--- config.mk ---
export PLATFORM = sky130hd
export DESIGN_NAME = sram_arbiter
export DESIGN_NICKNAME = d
export VERILOG_FILES = /design/src/rtl/sram_arbiter.sv
export SDC_FILE = /design/constraint.sdc
export NUM_CORES = 1
export LEC_CHECK = 0
export BUFFER_PORTS_ARGS = -buffer_cell sky130_fd_sc_hd__buf_2
export CORE_ASPECT_RATIO = 1.5
export CORE_MARGIN = 3
export CORE_UTILIZATION = 41
export CTS_BUF_LIST = sky130_fd_sc_hd__clkbuf_4 sky130_fd_sc_hd__clkbuf_8 sky130_fd_sc_hd__clkbuf_16
export DETAILED_ROUTE_END_ITERATION = 8
export PLACE_DENSITY = 0.77
export SYNTH_ARGS = -nofsm -noshare
export SYNTH_HDL_FRONTEND = slang
export SYNTH_SLANG_ARGS = --single-unit
--- constraint.sdc ---
create_clock -name clk -period 1.8 [get_ports clk]
set_clock_uncertainty 0.2 [all_clocks]
set_input_delay 0.18 -clock clk [delete_from_list [all_inputs] [get_ports clk]]
set_output_delay 0.18 -clock clk [all_outputs]
set_load 0.01 [all_outputs]
--- src/rtl/sram_arbiter.sv ---
// Two-master arbiter in front of a dual-port SRAM macro: port 0 is write-only, port 1 is
// read-only. Round-robin grant, one transaction in flight, every SRAM-side output is a flop.
module sram_arbiter #(
   parameter int ADDR_WIDTH = 11,
   parameter int DATA_WIDTH = 32,
   parameter int NUM_WMASKS = 4
) (
   input  logic                  clk,
   input  logic                  nrst,
   // requester 0
   input  logic                  m0_req,
   input  logic                  m0_we,
   input  logic [NUM_WMASKS-1:0] m0_sel,
   input  logic [31:0]           m0_addr,
   input  logic [DATA_WIDTH-1:0] m0_wdata,
   output logic                  m0_ack,
   output logic [DATA_WIDTH-1:0] m0_rdata,
   // requester 1
   input  logic                  m1_req,
   input  logic                  m1_we,
   input  logic [NUM_WMASKS-1:0] m1_sel,
   input  logic [31:0]           m1_addr,
   input  logic [DATA_WIDTH-1:0] m1_wdata,
   output logic                  m1_ack,
   output logic [DATA_WIDTH-1:0] m1_rdata,
   // SRAM write port
   output logic                  sram_csb0,
   output logic [NUM_WMASKS-1:0] sram_wmask0,
   output logic [ADDR_WIDTH-1:0] sram_addr0,
   output logic [DATA_WIDTH-1:0] sram_din0,
   // SRAM read port
   output logic                  sram_csb1,
   output logic [ADDR_WIDTH-1:0] sram_addr1,
   input  logic [DATA_WIDTH-1:0] sram_dout1
);

   typedef enum logic [1:0] {StIdle, StAccess, StCapture, StResp} state_t;

   state_t state;
   logic   grant;       // 0: m0 owns the transaction, 1: m1
   logic   last_grant;
   logic   cur_we;
   logic   cur_oor;

   logic                  pick_m1;
   logic                  req_we;
   logic [NUM_WMASKS-1:0] req_sel;
   logic [31:0]           req_addr;
   logic [DATA_WIDTH-1:0] req_wdata;
   logic                  req_oor;
   logic [ADDR_WIDTH-1:0] req_word;
   logic                  unused_addr_lsbs;

   // Byte offset within a word carries no information for a word-wide SRAM.
   assign unused_addr_lsbs = ^{m0_addr[1:0], m1_addr[1:0]};

   // Round-robin pick and mux of the winning request fields.
   always_comb begin
      pick_m1   = m1_req & (~m0_req | ~last_grant);
      req_we    = pick_m1 ? m1_we    : m0_we;
      req_sel   = pick_m1 ? m1_sel   : m0_sel;
      req_addr  = pick_m1 ? m1_addr  : m0_addr;
      req_wdata = pick_m1 ? m1_wdata : m0_wdata;
      req_oor   = |req_addr[31:ADDR_WIDTH+2];
      req_word  = req_addr[ADDR_WIDTH+1:2];
   end

   // Transaction FSM; all outputs registered so the SRAM never sees a combinational m* path.
   always_ff @(posedge clk or negedge nrst) begin
      if (!nrst) begin
         state       <= StIdle;
         grant       <= 1'b0;
         last_grant  <= 1'b1;
         cur_we      <= 1'b0;
         cur_oor     <= 1'b0;
         sram_csb0   <= 1'b1;
         sram_wmask0 <= '0;
         sram_addr0  <= '0;
         sram_din0   <= '0;
         sram_csb1   <= 1'b1;
         sram_addr1  <= '0;
         m0_ack      <= 1'b0;
         m1_ack      <= 1'b0;
         m0_rdata    <= '0;
         m1_rdata    <= '0;
      end else begin
         unique case (state)
            StIdle: begin
               if (m0_req || m1_req) begin
                  grant      <= pick_m1;
                  last_grant <= pick_m1;
                  cur_we     <= req_we;
                  cur_oor    <= req_oor;
                  // An out-of-range request runs the normal schedule with both selects idle.
                  if (req_we) begin
                     sram_csb0   <= req_oor;
                     sram_wmask0 <= req_sel;
                     sram_addr0  <= req_word;
                     sram_din0   <= req_wdata;
                  end else begin
                     sram_csb1  <= req_oor;
                     sram_addr1 <= req_word;
                  end
                  state <= StAccess;
               end
            end
            StAccess: begin
               sram_csb0   <= 1'b1;
               sram_csb1   <= 1'b1;
               sram_wmask0 <= '0;
               if (cur_we) begin
                  m0_ack <= ~grant;
                  m1_ack <= grant;
                  state  <= StResp;
               end else begin
                  state <= StCapture;
               end
            end
            StCapture: begin
               if (grant) begin
                  m1_rdata <= cur_oor ? '0 : sram_dout1;
               end else begin
                  m0_rdata <= cur_oor ? '0 : sram_dout1;
               end
               m0_ack <= ~grant;
               m1_ack <= grant;
               state  <= StResp;
            end
            StResp: begin
               m0_ack <= 1'b0;
               m1_ack <= 1'b0;
               state  <= StIdle;
            end
            default: state <= StIdle;
         endcase
      end
   end

endmodule

==> results of run 1 <==
-- flip-flops by register name, indices dropped and copies added (netlist names), 2 cells and up --
signal and cells:
m0_rdata 32, m1_rdata 32, sram_din0 32, sram_addr0 11
sram_addr1 11, sram_wmask0 4, state 2
-- what timing repair did --
item                                   4_1_cts  5_1_grt
cloned                                       3        3
hold buffers                               125        2
buffers inserted                             2        1
pin swaps                                    2       16
setup endpoints to repair                   32       54
gates resized for setup                     11       86
endpoints found under the hold margin      251        1
-- kinds of logic after synthesis --
family,synth area share (%)
buffers and inverters,3.71
multiplexers,8.65
adder cells (fa/ha/maj),1.10
AO/OA/AOI/OAI,14.4
flip-flops,58.0
AND/OR/NAND/NOR,14.1
-- Yosys cell counts --
cell type  count  area share (%)
nor2_1        14            0.92
a21boi_1       1            0.13
o21ai_0      113             9.9
o31a_1         1            0.15
and2_1         2            0.22
and3_1         1            0.11
mux2_2         2            0.40
nand2b_1      33             3.6
nand4_1        1            0.11
a21o_1         3            0.40
o21ai_2        1            0.15
nand2_1      114             7.5
nand3b_1       1            0.13
a31oi_1        2            0.22
a211oi_1       1            0.13
a21oi_2        8             1.2
buf_2         10            0.88
clkbuf_1      20             1.3
a221oi_4       1            0.46
o31ai_1        1            0.13
dfrtp_1      129              57
a21boi_2       1            0.20
ha_1           5             1.1
dfstp_2        3             1.4
nor3_1         4            0.35
buf_6          3            0.59
a21oi_1        8            0.70
mux2i_1       47             8.3
a21bo_1        1            0.18
or3_1          1            0.11
nor4_1         9            0.99
inv_1          8            0.53
buf_4          3            0.40
o21a_1         1            0.13
o211ai_1       2            0.26
-- metal layers --
metal  up-vias  track usage (%)
li1       2797                -
met1      2802             28.6
met2       324             44.6
met3        89             6.86
met4         0             13.5
met5         -                0
-- report_power, final --
group	leakage, nW	switching, mW	internal, mW
logic	3.07	2.87	2.42
clock network	0.273	1.36	2.07
registers	1.71	0.644	4.02
-- final timing paths --
| check | to | cells past startpoint | startpoint |
|---|---|---|---|
| max | sram_din0[8] | 8 | last_grant |
| min | sram_wmask0[0] | 4 | m1_sel[0] |
| max reg2reg | sram_din0[8] | 8 | last_grant |
| min reg2reg | m0_rdata[26] | 2 | m0_rdata[26] |
| max in group asynchronous | sram_din0[7] | 3 | nrst |
| min in group asynchronous | m0_rdata[18] | 2 | nrst |
-- cell type report --
class	instances	area (um2)	area share [%]
repair buffers	462	3370	34.0
flip-flops and latches	132	3310	33.4
multi-input cells	379	2420	24.4
clock buffers	18	433	4.37
well taps	162	203	2.04
clock inverters	14	155	1.57
inverters	8	30.0	0.303
diodes	1	2.50	0.0252
-- worst max-delay path: stages (launching register included) --
cell	delay (ns)
dfstp_2	0.59
a21boi_4	0.09
and2_4	0.15
o21ai_4	0.14
buf_6	0.13
buf_12	0.15
buf_16	0.14
nand2_1	0.06
o21ai_1	0.09
-- stage by stage --
step	cells	power [mW]	hold WS (ns)	TNS [ns]
after floorplan	555	6.78	-0.316	0
after global placement	1007	8.79	-0.0698	0
after detailed placement	1007	8.93	-0.0736	-0.417
after CTS	1169	12.7	-0.149	-0.0747
after global routing	1176	14.1	0.0456	-2.55
final	1176	13.4	0.0300	-0.590
==> impl_metrics.ini, run 1 <==
[route]
met1_length_um = 7670
route.detailed.drc = 0
first_pass_iters = 4
postRouteAntennaNets = 0
wl_per_cell_um = 18.1
dr_wl_met2_um = 11300
dr_total_vias = 6012
highest_layer = met4
wl_um = 21300
via_per_inst = 5.11
wl_met3_um = 1350
drt_iter0_drc = 247

[clock_tree]
clk_path_buf_depth = 2
cts_sinks = 132
cts-root-buf = clkbuf_16
cts_buffers = 17
clk_pin_slew_worst_paths_ns = 0.06
cts_tree = yes
htreeDepth = 4
insertion_delay_ns = 0.41

[layout]
drive_gt1_share_pct = 42.7
fill_cells = 869
utilization_pct = 73.2
post-route-cell-area_um2 = 9910
nets = 1179
layout_commonest_cell = buf_2
syn_to_final_growth_pct = 74.0
most-common-layout-cells = buf_2, dfrtp_1, dlygate4sd3_1

[grt]
grt_pass1_vias = 6284
grt_overflow = 0
grt_pass1_wl_um = 30900
antenna_found_initial = 1
grtUsageTotal_pct = 25.8
grt_max_degree = 65

[flow_run]
drv_cap = 0

[timing]
slew_headroom_pct = 72.6
period_share_pct = 102
worst_pin_slew_ns = 0.410
fmax_mhz = 542
finalCriticalPeriod_ns = 1.84
slew_viol_final = 0
finalSetupViolCount = 34
rsz0062_at_grt = true
fin_ws_ns = -0.0440
hold_violations = 0

[critical_path]
crit_required_ns = 1.93
cp.arrival_ns = 1.97
crit_path_end_kind = flip-flop
cp-start-kind = flip-flop
crit_fanout = 13
path_class = flip-flop to flip-flop
reg2reg_slack_ns = -0.04

[yosys]
yosysWarnings = 0
synth.net_count = 734
synth.distinct_cells = 35
postSynthCellCount = 555
ys_ff_latch = 132
syn_avg_cell_area_um2 = 10.3
syn-cell-area_um2 = 5700
yosysSeqAreaShare_pct = 58.0

[power_and_ir_drop]
p_leak_nw = 5.05
powerDensity_nw_per_um2 = 1350
worst_ir_drop_vdd_uv = 847

[status]
violations = negative setup slack
status = finished, violations left

[place]
post-place-ws_ns = -0.0444
dp_hpwl_um = 11800
place.port_buffers = 295
place_area_um2 = 7590
place.gp.congestion = 0.844

[floorplan]
fp.dieW_um = 102
die_area_um2 = 15400
io_pins = 300
fp.coreArea_um2 = 13500
die_h_um = 150
placementRows = 52
initial_core_util_pct = 42.1

[worst_hold_path]
hp-class = input pin to flip-flop
No activity file was read; power rests on OpenSTA's default activity.
==> run 2, diff against run 1 <==
--- a/config.mk
+++ b/config.mk
@@ -6,6 +6,7 @@
 export NUM_CORES = 1
 export LEC_CHECK = 0
 export BUFFER_PORTS_ARGS = -buffer_cell sky130_fd_sc_hd__buf_2
+export CAP_MARGIN = 20
 export CORE_ASPECT_RATIO = 1.5
 export CORE_MARGIN = 3
 export CORE_UTILIZATION = 41
==> constraint.sdc (replaced) <==
create_clock -name clk -period 1.8 [get_ports clk]
set_clock_uncertainty 0.2 [all_clocks]
set_input_delay 0.36 -clock clk [delete_from_list [all_inputs] [get_ports clk]]
set_output_delay 0.36 -clock clk [all_outputs]
set_load 0.01 [all_outputs]
==> impl_metrics.ini, run 2 (synthesis results as in run 1) <==
[status]
status = finished, violations left
violations = negative setup slack

[critical_path]
path_class = flip-flop to flip-flop
crit_chain = buf_4 > buf_6 > nand2_2 > a221oi_4 > buf_6 > buf_12 > nor2_1 > o21ai_0 > o21a_1
cpLargestDelayFamily = flip-flops
r2r-start = last_grant
reg2reg_slack_ns = -0.06
cp-start-kind = flip-flop
crit_path_end_kind = flip-flop
cpPeakStageDelay_ns = 0.56
cp.arrival_ns = 2.00
crit_fanout = 7
cpMaxStageDelayCell = dfstp_2
crit_required_ns = 1.94
r2r-end = sram_csb1
ff2ff_path_depth = 9
path_buf_inv = 4
cpMostUsedCell = buf_6

[layout]
diodes = 0
nets = 1063
most-common-layout-cells = buf_2, dfrtp_1, nand2_1
syn_to_final_growth_pct = 50.3
layout_commonest_cell = buf_2
drive_gt1_share_pct = 46.2
fin_cells = 1059
utilization_pct = 63.3
top_regs = m0_rdata: 32 flops, m1_rdata: 32 flops, sram_din0: 32 flops

[route]
highest_layer = met5
dr_wl_met2_um = 8870
first_pass_iters = 4
wl_met3_um = 893
met1_length_um = 6540
wl_per_cell_um = 15.7
drt_iter0_drc = 124
wl_um = 16600
route.detailed.drc = 0
postRouteAntennaNets = 0
dr_total_vias = 5110
via_per_inst = 4.83

[timing]
period_share_pct = 103
fin_ws_ns = -0.0564
slew_headroom_pct = 67.8
finalSetupViolCount = 14
hold_violations = 0
fin_tns_setup_ns = -0.312
rsz0062_at_grt = true
fmax_mhz = 539
slew_viol_final = 0
worst_pin_slew_ns = 0.478
finalCriticalPeriod_ns = 1.86

[place]
dp_hpwl_um = 12000
place.gp.congestion = 0.837
dpl.cell_count = 1008
place.port_buffers = 295

[power_and_ir_drop]
p_leak_nw = 4.54
finalPower_mw = 12.8
powerDensity_nw_per_um2 = 1490
worst_ir_drop_vdd_uv = 770

[floorplan]
initial_core_util_pct = 42.1
placementRows = 52
die_area_um2 = 15400
fp.coreArea_um2 = 13500
fp.dieW_um = 102
die_h_um = 150
io_pins = 300

[clock_tree]
clk_pin_slew_worst_paths_ns = 0.06
cts-root-buf = clkbuf_16
htreeDepth = 4
insertion_delay_ns = 0.40
cts_buffers = 17
clk_path_buf_depth = 2
cts_sinks = 132
cts_tree = yes

[worst_hold_path]
holdCritStartpoint = m1_wdata[25]
hold_path_end = sram_din0[25]
min_path_cells = 3
hp-class = input pin to flip-flop

[grt]
grt_pass1_vias = 4964
grt_overflow = 0
antenna_found_initial = 0
grtUsageTotal_pct = 20.4
grt_max_degree = 65
grt_pass1_wl_um = 24500

[flow_run]
drv_cap = 0
run 2: worst min-delay path: stages:
cell	delay (ns)
buf_2	0.07
mux2i_1	0.05
o21ai_1	0.10
run 2: area by class of cell:
cell class / count / area (um2)
fillers: 1149 / 4970
flip-flops and latches: 132 / 3310
multi-input cells: 379 / 2310
repair buffers: 346 / 2130
clock buffers: 18 / 433
well taps: 162 / 203
clock inverters: 14 / 155
inverters: 8 / 30.0
run 2: worst max-delay path by stage:
stage / from / to / slack [ns] / cells after the start
after floorplan: state[0] / sram_addr1[10] / 0.01 / 7
after global placement: m1_req / cur_oor / -0.08 / 7
after detailed placement: last_grant / cur_oor / -0.11 / 6
after CTS: last_grant / cur_oor / -0.04 / 6
after global routing: last_grant / cur_oor / -0.12 / 6
final: last_grant / sram_csb1 / -0.06 / 9
run 2: routing by layer:
| metal | vias up | GRT usage (%) |
|---|---|---|
| li1 | 2548 | - |
| met1 | 2369 | 24.2 |
| met2 | 175 | 35.6 |
| met3 | 16 | 5.10 |
| met4 | 2 | 6.89 |
| met5 | - | 0 |
run 2: timing repair:
action	CTS	global route
hold endpoints to repair	129	0
setup endpoints to repair	28	48
gates cloned	0	6
resized for setup	6	43
buffers inserted	1	11
pin swaps	2	4
hold buffers	1	0
run 2: power breakdown:
group / switching [mW] / internal (mW) / leakage (nW)
registers: 0.531 / 4.01 / 1.71
clock network: 1.35 / 2.07 / 0.278
logic: 2.62 / 2.21 / 2.55
total: 4.50 / 8.29 / 4.54
run 2: per-stage QoR:
stage          setup WS, ns  cell area [um2]  hold WS, ns
6_report            -0.0564             8560       0.0284
5_1_grt              -0.117             8560       0.0342
4_1_cts             -0.0445             8210       0.0116
3_5_place_dp         -0.109             7580      -0.0434
3_3_place_gp        -0.0789             7580      -0.0444
2_1_floorplan        0.0136             5700       -0.136
